## src/rtl/final_link_tx_scheduler.sv

```systemverilog
// Round-robin scheduler sharing the inter-FPGA transmit FIFO among master FIFOs and the sc FIFO,
// with credit-based flow control. Optional macro FINAL_ARB_SC_PRIORITY_EN gives sc strict priority.
module final_link_tx_scheduler #(
  parameter int HUB_FIFO_WIDTH          = 13,
  parameter int HUB_FIFO_PHYSICAL_WIDTH = 128,
  parameter int FIFO_IDWIDTH            = 2,
  parameter int FIFO_COUNT              = 3,
  parameter int CREDIT_COUNT            = 8
) (
  input  logic                                   clk,
  input  logic                                   reset,
  input  logic [HUB_FIFO_WIDTH*FIFO_COUNT-1:0]   master_fifo_out_data_vector,
  input  logic [FIFO_COUNT-1:0]                  master_fifo_out_valid_vector,
  output logic [FIFO_COUNT-1:0]                  master_fifo_out_ready_vector,
  input  logic [HUB_FIFO_WIDTH-1:0]              sc_fifo_out_data,
  input  logic                                   sc_fifo_out_valid,
  output logic                                   sc_fifo_out_ready,
  output logic [HUB_FIFO_PHYSICAL_WIDTH-1:0]     final_fifo_out_data,
  output logic                                   final_fifo_out_valid,
  input  logic                                   final_fifo_out_ready,
  input  logic                                   credit_return,
  output logic [$clog2(CREDIT_COUNT+1)-1:0]      credits_available,
  output logic                                   credit_error,
  output logic                                   has_flying_messages
);

  localparam int unsigned N  = FIFO_COUNT + 1;
  localparam int          CW = $clog2(CREDIT_COUNT + 1);

  logic [N-1:0]                       req;
  logic [FIFO_IDWIDTH-1:0]            rr_ptr, rr_ptr_next;
  logic [CW-1:0]                      credits;
  logic                               can_load;
  logic                               grant_valid;
  logic [FIFO_IDWIDTH-1:0]            grant_idx;
  logic [HUB_FIFO_WIDTH-1:0]          payload;
  logic [HUB_FIFO_PHYSICAL_WIDTH-1:0] load_word;
  int unsigned                        base, idx;

  assign req      = {sc_fifo_out_valid, master_fifo_out_valid_vector};
  // Gating with reset keeps every pop strobe low while reset is held
  assign can_load = !reset && (!final_fifo_out_valid || final_fifo_out_ready) && (credits != '0);

  always_comb begin
    grant_valid = 1'b0;
    grant_idx   = '0;
    rr_ptr_next = rr_ptr;
    base        = 32'(rr_ptr);
    idx         = 0;
    if (can_load) begin
`ifdef FINAL_ARB_SC_PRIORITY_EN
      if (sc_fifo_out_valid) begin
        grant_valid = 1'b1;
        grant_idx   = FIFO_IDWIDTH'(FIFO_COUNT);
      end else begin
        for (int unsigned k = 0; k < FIFO_COUNT; k++) begin
          idx = (base + k) % FIFO_COUNT;
          for (int unsigned j = 0; j < FIFO_COUNT; j++) begin
            if (!grant_valid && j == idx && req[j]) begin
              grant_valid = 1'b1;
              grant_idx   = FIFO_IDWIDTH'(j);
              rr_ptr_next = FIFO_IDWIDTH'((j + 1) % FIFO_COUNT);
            end
          end
        end
      end
`else
      for (int unsigned k = 0; k < N; k++) begin
        idx = (base + k) % N;
        for (int unsigned j = 0; j < N; j++) begin
          if (!grant_valid && j == idx && req[j]) begin
            grant_valid = 1'b1;
            grant_idx   = FIFO_IDWIDTH'(j);
            rr_ptr_next = FIFO_IDWIDTH'((j + 1) % N);
          end
        end
      end
`endif
    end
  end

  always_comb begin
    master_fifo_out_ready_vector = '0;
    sc_fifo_out_ready            = grant_valid && (grant_idx == FIFO_IDWIDTH'(FIFO_COUNT));
    payload                      = sc_fifo_out_data;
    for (int unsigned i = 0; i < FIFO_COUNT; i++) begin
      if (grant_idx == FIFO_IDWIDTH'(i)) begin
        master_fifo_out_ready_vector[i] = grant_valid;
        payload = master_fifo_out_data_vector[i*HUB_FIFO_WIDTH +: HUB_FIFO_WIDTH];
      end
    end
    load_word                                  = '0;
    load_word[HUB_FIFO_WIDTH-1:0]              = payload;
    load_word[HUB_FIFO_WIDTH +: FIFO_IDWIDTH]  = grant_idx;
  end

  always_ff @(posedge clk or posedge reset) begin
    if (reset) begin
      final_fifo_out_valid <= 1'b0;
      final_fifo_out_data  <= '0;
      rr_ptr               <= '0;
    end else if (grant_valid) begin
      final_fifo_out_valid <= 1'b1;
      final_fifo_out_data  <= load_word;
      rr_ptr               <= rr_ptr_next;
    end else if (final_fifo_out_ready) begin
      final_fifo_out_valid <= 1'b0;
    end
  end

  // Simultaneous grant and return cancel; a return into a full counter saturates and flags
  always_ff @(posedge clk or posedge reset) begin
    if (reset) begin
      credits      <= CW'(CREDIT_COUNT);
      credit_error <= 1'b0;
    end else begin
      case ({grant_valid, credit_return})
        2'b10: credits <= credits - 1'b1;
        2'b01: begin
          if (credits == CW'(CREDIT_COUNT)) credit_error <= 1'b1;
          else                              credits      <= credits + 1'b1;
        end
        default: credits <= credits;
      endcase
    end
  end

  assign credits_available   = credits;
  assign has_flying_messages = final_fifo_out_valid | (credits != CW'(CREDIT_COUNT)) | (|req);

endmodule

```

## config.mk

```make
export PLATFORM = sky130hd
export DESIGN_NAME = final_link_tx_scheduler
export DESIGN_NICKNAME = d
export VERILOG_FILES = /design/src/rtl/final_link_tx_scheduler.sv
export SDC_FILE = /design/constraint.sdc
export NUM_CORES = 1
export LEC_CHECK = 0
export BUFFER_PORTS_ARGS = -buffer_cell sky130_fd_sc_hd__buf_2
export CAP_MARGIN = 40
export CORE_ASPECT_RATIO = 0.9
export CORE_MARGIN = 4
export CORE_UTILIZATION = 40
export DETAILED_ROUTE_END_ITERATION = 8
export PLACE_DENSITY = 0.88
export SKIP_CTS_REPAIR_TIMING = 1
export SYNTH_ARGS = -nofsm -noshare
export SYNTH_HDL_FRONTEND = slang
export SYNTH_SLANG_ARGS = --single-unit
```

## constraint.sdc

```tcl
create_clock -name clk -period 7.3 [get_ports clk]
set_clock_uncertainty 0.1 [all_clocks]
set_input_delay 0.73 -clock clk [delete_from_list [all_inputs] [get_ports clk]]
set_output_delay 0.73 -clock clk [all_outputs]
set_load 0.05 [all_outputs]
```

* Yosys cells after proc, flatten, opt, wreduce, memory -nomap -nowiden
Cells that the tools add are included.
** Operators by class
- Add/subtract/negate cells :: 5
- Eq/ne operators :: 20
- Muxes and demuxes :: 74
- Bitwise logic cells :: 2
- Reductions and logical operators :: 65
** Operators with widths (number)
- 32-bit logical NOT :: 4
- 2-bit two-way mux :: 31
- 13-bit two-way mux :: 3
- 1-bit two-way mux :: 38
- 1-bit logical AND :: 34
- 1-bit logical NOT :: 17
- 2-bit equality test, first input constant :: 8
- 16-bit nonzero test :: 1
- 1-bit by 2-bit equality test with 1-bit output, first input constant :: 4
- 4-bit case mux with 2 select lines :: 1
- 2-bit equality test, second input constant :: 3
- 2-bit adder, second input constant :: 2
- 4-bit by 1-bit adder with 4-bit output, second input constant :: 1
- 2-bit by 1-bit equality test with 1-bit output, second input constant :: 2
- 4-bit equality test, second input constant :: 1
- 4-bit two-way mux :: 1
- 4-bit inequality test, second input constant :: 1
- 2-bit AND reduction :: 2
- 2-bit nonzero test :: 2
- 4-bit nonzero test :: 1
- 4-bit OR reduction :: 1
- 4-bit by 1-bit subtractor with 4-bit output, second input constant :: 1
- 3-bit AND reduction :: 1
- 2-bit by 1-bit adder with 2-bit output, second input constant :: 1
- 4 further kinds :: 5
** Word-level totals
- Register bits after elaboration :: 23
- Bits of input ports :: 60
- Output and inout bits :: 139
- Word-level logic and storage cells :: 171

* Logic depth before layout (Yosys ltp)
Gate-level depths: netlist of run 1.
- Word-level depth :: 84
- Mapped depth :: 10
- Depth with buffers taken out :: 8

* Least setup slack after synthesis of run 1
Ideal clock, no wire load.
- Path kind :: register to output
- Start point :: register credits[0] (netlist: credits_available[0])
- End point :: output master_fifo_out_ready_vector[0]
- Data arrival time :: 2577 ps
- Required time :: 6470 ps
- Setup slack :: 3893 ps
- Stages on the path, launching flop included :: 8
- Cells stage by stage :: dfrtp_1 -> nor4_1 -> nor3_1 -> and2_0 -> clkbuf_2 -> buf_2 -> nand3_1 -> nor2_1
** On the way
- Word-level cells in the longest chain between the ends :: 5
** RTL lines
- from (decl) :: RTL line 32 : logic [CW-1:0] credits;
- from (signal assigned) :: RTL line 114 : credits <= CW'(CREDIT_COUNT);
- from (signal assigned) :: RTL line 118 : 2'b10: credits <= credits - 1'b1;
- from (signal assigned) :: RTL line 121 : else credits <= credits + 1'b1;
- 4-bit nonzero test * :: RTL line 42 : assign can_load = !reset && (!final_fifo_out_valid || final_fifo_out_ready) && (credits != '0);
- 1-bit logical AND * :: RTL line 42
- 2-bit two-way mux :: RTL line 50 : if (can_load) begin
- 2-bit logical NOT :: RTL line 87 : if (grant_idx == FIFO_IDWIDTH'(i)) begin
- 1-bit two-way mux * :: RTL line 87
- to (decl) :: RTL line 14 : output logic [FIFO_COUNT-1:0] master_fifo_out_ready_vector,
Every way passes the cells marked *; elsewhere a longest branch is shown, timed or not.

* Final worst setup path of run 1
- Start point :: input master_fifo_out_valid_vector[0]
- End point :: output master_fifo_out_ready_vector[2]
** On the way
- Word-level cells in the longest chain between the ends :: 80
** RTL lines
- from (decl) :: RTL line 13 : input logic [FIFO_COUNT-1:0] master_fifo_out_valid_vector,
- 1-bit logical AND :: RTL line 71 : if (!grant_valid && j == idx && req[j]) begin
- 1-bit two-way mux :: RTL line 71
- 1-bit two-way mux :: RTL line 50
- 1-bit logical NOT :: RTL line 71
- 1-bit logical AND (2 in a row) :: RTL line 71
- 1-bit two-way mux :: RTL line 71
- 1-bit two-way mux :: RTL line 50
- 1-bit logical NOT :: RTL line 71
- (+62 left out)
- 1-bit two-way mux :: RTL line 71
- 1-bit two-way mux :: RTL line 50
- 1-bit logical NOT :: RTL line 71
- 1-bit logical AND (2 in a row) :: RTL line 71
- 2-bit two-way mux :: RTL line 71
- 2-bit two-way mux :: RTL line 50
- 2-bit equality test :: RTL line 87
- 1-bit two-way mux * :: RTL line 87
Every way passes the cells marked *; elsewhere a longest branch is shown, timed or not. The select of a mux whose other input is x is not followed.

==> impl_metrics.json, run 1 <==
{
  "reg2reg_from": "credits_available[1]$_DFFE_PP0P_",
  "worst_ep_arrival_time_ns": 2.84,
  "start_util_pct": 41.38,
  "synthMostInstantiatedCell": "sky130_fd_sc_hd__buf_4",
  "cts_max_path_buffers": 2,
  "diodes": 0,
  "synth_seq_cells": 23,
  "grt_use_total_pct": 13.74,
  "placementRows": 26,
  "power.density_cell_area_nw_per_um2": 415.7,
  "endpoint_kind": "primary output",
  "final.min_clock_period_ns": 3.668,
  "average_wire_length_per_cell_after_detail_routing_microns": 13.75,
  "synthArstFlopShare_pct": 100.0,
  "area_growth_syn_to_layout_pct": 4.408,
  "portBuffers": 85,
  "synth_flop_cell": "sky130_fd_sc_hd__dfrtp_1",
  "clock-sinks": 23,
  "syn-cell-area_sq_um": 2356,
  "result_of_the_run": "finished clean",
  "finalWirelength_microns": 5829,
  "htree_num_levels": 1,
  "nFillCells": 543,
  "ff2ff_path_depth": 8,
  "vias": 1913,
  "r2r_setup_slack_ns": 4.50,
  "design.portCount": 199,
  "stdcell_count": 424,
  "tightestPinTransition_ns": 0.8915,
  "multi_input_comb_area_sq_um": 1279,
  "synth_top_cells_by_count": "sky130_fd_sc_hd__buf_4, sky130_fd_sc_hd__dfrtp_1, sky130_fd_sc_hd__a21oi_1, sky130_fd_sc_hd__nand3_1",
  "yosysTopAreaCellShare_pct": 36.33,
  "report.final.setup_viol": 0,
  "total_leakage_power_uw": 0.001307,
  "stdcell_area_sq_um": 2460,
  "footprint_of_the_flip_flops_and_latches_sq_um": 576.8,
  "yosysUniqueCellTypes": 44,
  "timing.fmax_ghz": 0.2726,
  "grt_max_degree": 27,
  "worst_setup_hold_path_clk_slew_ns": 0.09,
  "initial_antenna_violation_count": 0,
  "grt_pass1_wl_microns": 7845,
  "via_count_of_the_first_global_routing_pass": 1628,
  "timing_max_transition_violations_final": 0,
  "synth_enable_flop_cells": 0,
  "vias_per_cell": 4.512,
  "clk_root_buffer_cell": "sky130_fd_sc_hd__clkbuf_8",
  "placedInstanceArea_sq_um": 2414,
  "synth.yosys.seq_area_share_pct": 24.48,
  "tritoncts": "built",
  "holdCritPathClass": "in -> async",
  "post-place-cells": 420,
  "peakVddDrop_mv": 0.2782,
  "die_area_sq_um": 7183,
  "final_min_period_over_clock_period_pct": 50.25,
  "finalHoldViolations": 0,
  "setup-tns-final_ns": 0,
  "grt_setup_unrepaired": "false",
  "numCtsBuffers": 3,
  "drt_first_iter_violations": 84,
  "post_synth.cell_area_avg_sq_um": 8.536,
  "worstPathRequired_ns": 6.47,
  "path_max_fanout": 26,
  "timing.slew.headroom_pct": 40.57,
  "final_antenna_net_count": 0,
  "dp_hpwl_microns": 4730,
  "final_layout_size_suffix_gt1_share_pct": 27.97,
  "core_sq_um": 5693,
  "drt_pre_antenna_iters": 4,
  "finalNetCount": 418,
  "gpl.final_weighted_congestion": 0.7273,
  "rr_endpoint": "credits_available[3]$_DFFE_PP1P_",
  "crit_path_start_kind": "primary input",
  "fp.dieH_microns": 80.81,
  "ys.warnings.count": 0,
  "fin_util_pct": 43.21,
  "post_synth_main_area_contributors": "sky130_fd_sc_hd__buf_4, sky130_fd_sc_hd__dfrtp_1, sky130_fd_sc_hd__o221a_1",
  "detail_route.drc_violations": 0,
  "grt-ovfl-total": 0,
  "crit_type": "in -> out",
  "maxCapViolations": 0,
  "post_synth_inst_count": 276,
  "chipWidth_microns": 88.90,
  "fin_hold_ws_ns": 0.3753,
  "clock_latency_ns": 0.27,
  "post-synth-top-area-cell": "sky130_fd_sc_hd__buf_4"
}
==> worst max path at each step <==
stage	start	to	slack [ns]
after global placement	master_fifo_out_valid_vector[0]	master_fifo_out_ready_vector[2]	3.79
after global routing	master_fifo_out_valid_vector[0]	master_fifo_out_ready_vector[2]	3.44
after CTS	master_fifo_out_valid_vector[0]	master_fifo_out_ready_vector[2]	3.67
after detailed placement	master_fifo_out_valid_vector[0]	master_fifo_out_ready_vector[2]	3.67
final	master_fifo_out_valid_vector[0]	master_fifo_out_ready_vector[2]	3.63
after floorplan	credits_available[0]$_DFFE_PP0P_	master_fifo_out_ready_vector[0]	3.89
==> cell families after synthesis <==
kind of cell             after synthesis  synth area share [%]
adder cells (fa/ha/maj)                3                 1.912
AND/OR/NAND/NOR                       52                 12.00
buffers and inverters                129                 39.30
XOR/XNOR                               3                 1.115
multiplexers                           4                 1.806
other                                  1                0.1592
AO/OA/AOI/OAI                         61                 19.22
flip-flops                            23                 24.48
==> stage by stage <==
stage,setup WS (ns),total power (uW)
after global placement,3.794,919.0
after global routing,3.442,1083
after CTS,3.671,1024
after detailed placement,3.666,942.5
after floorplan,3.893,851.5
final,3.632,1023
==> placed cells by master, fill, tap and decap left out, types with 2 or more instances in the layout <==
cell type                  count
sky130_fd_sc_hd__nor2b_1       3
sky130_fd_sc_hd__nand2b_1      3
sky130_fd_sc_hd__nand4b_1      2
sky130_fd_sc_hd__dfrtp_1      22
sky130_fd_sc_hd__a21oi_1      14
sky130_fd_sc_hd__a31oi_1      13
sky130_fd_sc_hd__mux2i_1       2
sky130_fd_sc_hd__mux2_1        2
sky130_fd_sc_hd__or4_1         2
sky130_fd_sc_hd__nor2_1        6
sky130_fd_sc_hd__ha_1          2
sky130_fd_sc_hd__o21bai_1      2
sky130_fd_sc_hd__o21ai_0       2
sky130_fd_sc_hd__conb_1      113
sky130_fd_sc_hd__clkbuf_8      3
sky130_fd_sc_hd__xor2_1        2
sky130_fd_sc_hd__nand3_1      14
sky130_fd_sc_hd__o221a_1       9
sky130_fd_sc_hd__buf_2        85
sky130_fd_sc_hd__o221a_2       3
sky130_fd_sc_hd__inv_1         3
sky130_fd_sc_hd__nand2_1      11
sky130_fd_sc_hd__and2_1        2
sky130_fd_sc_hd__o211ai_1     13
==> layer usage <==
metal / share of wire [%] / up-vias / wire (microns) / GRT usage [%]
met3: 12 / 6 / 673 / 3.245
li1: - / 901 / - / -
met2: 51 / 105 / 2970 / 24.26
met1: 36 / 901 / 2126 / 16.03
met5: 0 / - / 0 / 0
met4: 1.0 / 0 / 59 / 5.136
==> sequential cells by signal, indices dropped and copies added (netlist names) <==
| name | flops |
|---|---|
| final_fifo_out_data | 15 |
| credit_error | 1 |
| final_fifo_out_valid | 1 |
| rr_ptr | 2 |
| credits_available | 4 |
==> worst max-delay path, stage by stage <==
cell and delay [ns]:
sky130_fd_sc_hd__buf_2 0.12, sky130_fd_sc_hd__nor2b_1 0.22, sky130_fd_sc_hd__or4_1 0.75, sky130_fd_sc_hd__nand2_1 0.20
sky130_fd_sc_hd__or3_4 0.47, sky130_fd_sc_hd__inv_1 0.08, sky130_fd_sc_hd__buf_2 0.26
==> area by class of cell <==
class,count,area share (%)
clock inverters,1,0.2035
inverters,3,0.4578
clock buffers,3,1.679
multi-input cells,236,51.98
well taps,70,3.561
repair buffers,88,18.67
flip-flops and latches,23,23.45
==> power by group <==
group / switching [uW] / internal (uW)
registers: 50.7 / 193
logic: 526 / 171
clock network: 43.9 / 38.1
total: 620 / 402
Note: power is estimated with default switching activity, not from simulation.
==> run 2, diff against run 1 <==
--- a/config.mk
+++ b/config.mk
@@ -5,13 +5,14 @@
 export SDC_FILE = /design/constraint.sdc
 export NUM_CORES = 1
 export LEC_CHECK = 0
+export ABC_AREA = 1
 export BUFFER_PORTS_ARGS = -buffer_cell sky130_fd_sc_hd__buf_2
 export CAP_MARGIN = 40
 export CORE_ASPECT_RATIO = 0.9
 export CORE_MARGIN = 4
 export CORE_UTILIZATION = 40
 export DETAILED_ROUTE_END_ITERATION = 8
-export PLACE_DENSITY = 0.88
+export PLACE_DENSITY = 0.82
 export SKIP_CTS_REPAIR_TIMING = 1
 export SYNTH_ARGS = -nofsm -noshare
 export SYNTH_HDL_FRONTEND = slang
==> constraint.sdc (replaced) <==
create_clock -name clk -period 3.8 [get_ports clk]
set_clock_uncertainty 0.1 [all_clocks]
set_input_delay 0.38 -clock clk [delete_from_list [all_inputs] [get_ports clk]]
set_output_delay 0.38 -clock clk [all_outputs]
set_load 0.05 [all_outputs]
==> impl_metrics.json, run 2 <==
{
  "result_of_the_run": "finished clean",
  "footprint_of_the_flip_flops_and_latches_sq_um": 576.8,
  "area_growth_syn_to_layout_pct": 3.949,
  "power.density_cell_area_nw_per_um2": 836.4,
  "endpoint_kind": "primary output",
  "grt_pass1_wl_microns": 10010,
  "syn-cell-area_sq_um": 2947,
  "clock_latency_ns": 0.26,
  "max_flop_register": "final_fifo_out_data",
  "timing_max_transition_violations_final": 0,
  "holdCritPathClass": "in -> async",
  "grt-ovfl-total": 0,
  "grt_setup_unrepaired": "false",
  "dp_hpwl_microns": 5558,
  "final.min_clock_period_ns": 3.098,
  "tritoncts": "built",
  "wl_met1_microns": 2837,
  "design.portCount": 199,
  "clock-sinks": 23,
  "finalNetCount": 590,
  "flip_flop_count_of_the_largest_register_after_layout": 15,
  "crit_path_start_kind": "flop",
  "detail_route.drc_violations": 0,
  "vias_per_cell": 4.124,
  "post_synth_main_area_contributors": "sky130_fd_sc_hd__buf_4, sky130_fd_sc_hd__dfrtp_1, sky130_fd_sc_hd__nand2_1",
  "setup-tns-final_ns": 0,
  "clk_root_buffer_cell": "sky130_fd_sc_hd__clkbuf_8",
  "worst_ep_arrival_time_ns": 2.62,
  "drt_pre_antenna_iters": 5,
  "grt_use_total_pct": 13.64,
  "synth_seq_cells": 23,
  "fin_hold_ws_ns": 0.1092,
  "synth_enable_flop_cells": 0,
  "top_layer_used": "met4",
  "finalWirelength_microns": 6684,
  "drt_first_iter_violations": 74,
  "average_wire_length_per_cell_after_detail_routing_microns": 10.80,
  "path_max_fanout": 18,
  "crit_type": "reg -> out",
  "start_util_pct": 41.43,
  "worst_path_largest_cell_delay_ns": 0.47,
  "stdcell_count": 619,
  "yosysUniqueCellTypes": 36,
  "post_synth.cell_area_avg_sq_um": 6.636,
  "synthArstFlopShare_pct": 100.0,
  "final_min_period_over_clock_period_pct": 81.53,
  "total_leakage_power_uw": 0.002029,
  "fp.dieH_microns": 89.43,
  "multi_input_comb_area_sq_um": 1579,
  "vias": 2553,
  "routed_met3_length_microns": 657,
  "maxCapViolations": 0,
  "numCtsBuffers": 3,
  "final_antenna_net_count": 0,
  "synth_top_cells_by_count": "sky130_fd_sc_hd__buf_4, sky130_fd_sc_hd__nand2_1, sky130_fd_sc_hd__inv_1",
  "cts_max_path_buffers": 2,
  "post-synth-top-area-cell": "sky130_fd_sc_hd__buf_4",
  "initial_antenna_violation_count": 0,
  "ys.warnings.count": 0,
  "layout_commonest_cell": "sky130_fd_sc_hd__conb_1",
  "crit_path_max_delay_cell_type": "sky130_fd_sc_hd__dfrtp_1",
  "diodes": 0,
  "die_area_sq_um": 8806,
  "htree_num_levels": 1,
  "timing.fmax_ghz": 0.3228,
  "synth.yosys.seq_area_share_pct": 19.58,
  "synthMostInstantiatedCell": "sky130_fd_sc_hd__buf_4",
  "post_synth_inst_count": 444,
  "worstPathRequired_ns": 3.32,
  "via_count_of_the_first_global_routing_pass": 2173,
  "post-place-cells": 615,
  "placementRows": 29,
  "layout_common_cells": "sky130_fd_sc_hd__conb_1, sky130_fd_sc_hd__buf_2, sky130_fd_sc_hd__nand2_1",
  "synth_flop_cell": "sky130_fd_sc_hd__dfrtp_1",
  "final_layout_size_suffix_gt1_share_pct": 23.38,
  "peakVddDrop_mv": 0.4678,
  "grt_max_degree": 33,
  "worst_path_most_repeated_cell": "sky130_fd_sc_hd__nor2_1",
  "core_sq_um": 7112,
  "yosysTopAreaCellShare_pct": 29.30,
  "finalHoldViolations": 0,
  "chipWidth_microns": 98.47,
  "nFillCells": 808,
  "worst_setup_hold_path_clk_slew_ns": 0.08,
  "report.final.setup_viol": 0,
  "met2_wirelength_microns": 3163,
  "gpl.final_weighted_congestion": 0.8513,
  "portBuffers": 85,
  "timing.critical_path.cells": "nor2_1 -> nand2_1 -> nand2_1 -> nor2_4 -> nand3_1 -> nand3_1 -> nor2_1 -> nand2_1 -> nor2_1 -> nand2_2 -> inv_2 -> nand2_4 -> nand2_4 -> nand2_4 -> nor2_1 -> buf_2"
}
## run 2: changes by cell type after synthesis, sizes merged, moves of 12 or more
cell / change
a31oi: -12
o221a: -12
nand3: +23
inv: +74
o211ai: -12
nand2: +79
nor2: +40
## run 2: worst paths after layout
path	start	cells past startpoint	slack [ns]	end
min in group clk	final_fifo_out_ready	3	0.29	final_fifo_out_valid$_DFFE_PP0P_
worst min register to register	credit_error$_DFFE_PP0P_	1	0.38	credit_error$_DFFE_PP0P_
worst max register to register	rr_ptr[0]$_DFFE_PP0P_	17	1.13	final_fifo_out_data[4]$_DFFE_PP0P_
max in group asynchronous	reset	3	3.20	credits_available[3]$_DFFE_PP1P_
worst min-delay path	reset	3	0.11	final_fifo_out_data[3]$_DFFE_PP0P_
worst max-delay path	rr_ptr[0]$_DFFE_PP0P_	16	0.70	master_fifo_out_ready_vector[0]
## run 2: layer usage
metal  up-vias  global-route usage, %
met1      1144                  18.33
met5         -                      0
met4         0                  2.233
met2       127                  22.53
met3         4                  3.666
li1       1278                      -
## run 2: cell families (layout without fill, tap and decap cells)
family	Yosys count	count (layout)	synth area share [%]
compound gates	27	27	5.478
xor+xnor	3	3	0.8919
fa+ha+maj	3	3	1.529
buf+inv	200	170	41.10
flops	23	23	19.58
mux	1	1	0.3821
other cells	1	113	0.1273
simple gates	186	186	30.91
## run 2: metrics by stage
step | setup slack, ns | util, % | cell area [sq um] | total power, uW
detailed placement | 0.9533 | 42.42 | 3017 | 2420
finish | 0.7018 | 43.07 | 3063 | 2562
CTS | 0.6883 | 43.07 | 3063 | 2587
global route | 0.4440 | 43.07 | 3063 | 2792
floorplan | 0.7327 | - | 3367 | 2179
global placement | 1.015 | 42.42 | 3017 | 2395
## run 2: layout make-up
class | instances | area share, %
inverters | 77 | 9.436
well taps | 93 | 3.799
multi-input cells | 333 | 51.55
clock inverters | 1 | 0.1634
clock buffers | 3 | 1.348
repair buffers | 89 | 14.87
flip-flops and latches | 23 | 18.83
## run 2: critical path, delay by kind of cell, from the launching register on
family / cells / cell delay, ns
buffers and inverters: 2 / 0.34
flip-flops: 1 / 0.47
AND/OR/NAND/NOR: 14 / 1.53
## run 2: power breakdown
group / leakage, uW / internal [uW] / switching (uW)
registers: 0.000275 / 371 / 93.8
clock network: 0.0000255 / 73.2 / 80.7
logic: 0.00173 / 491 / 1450
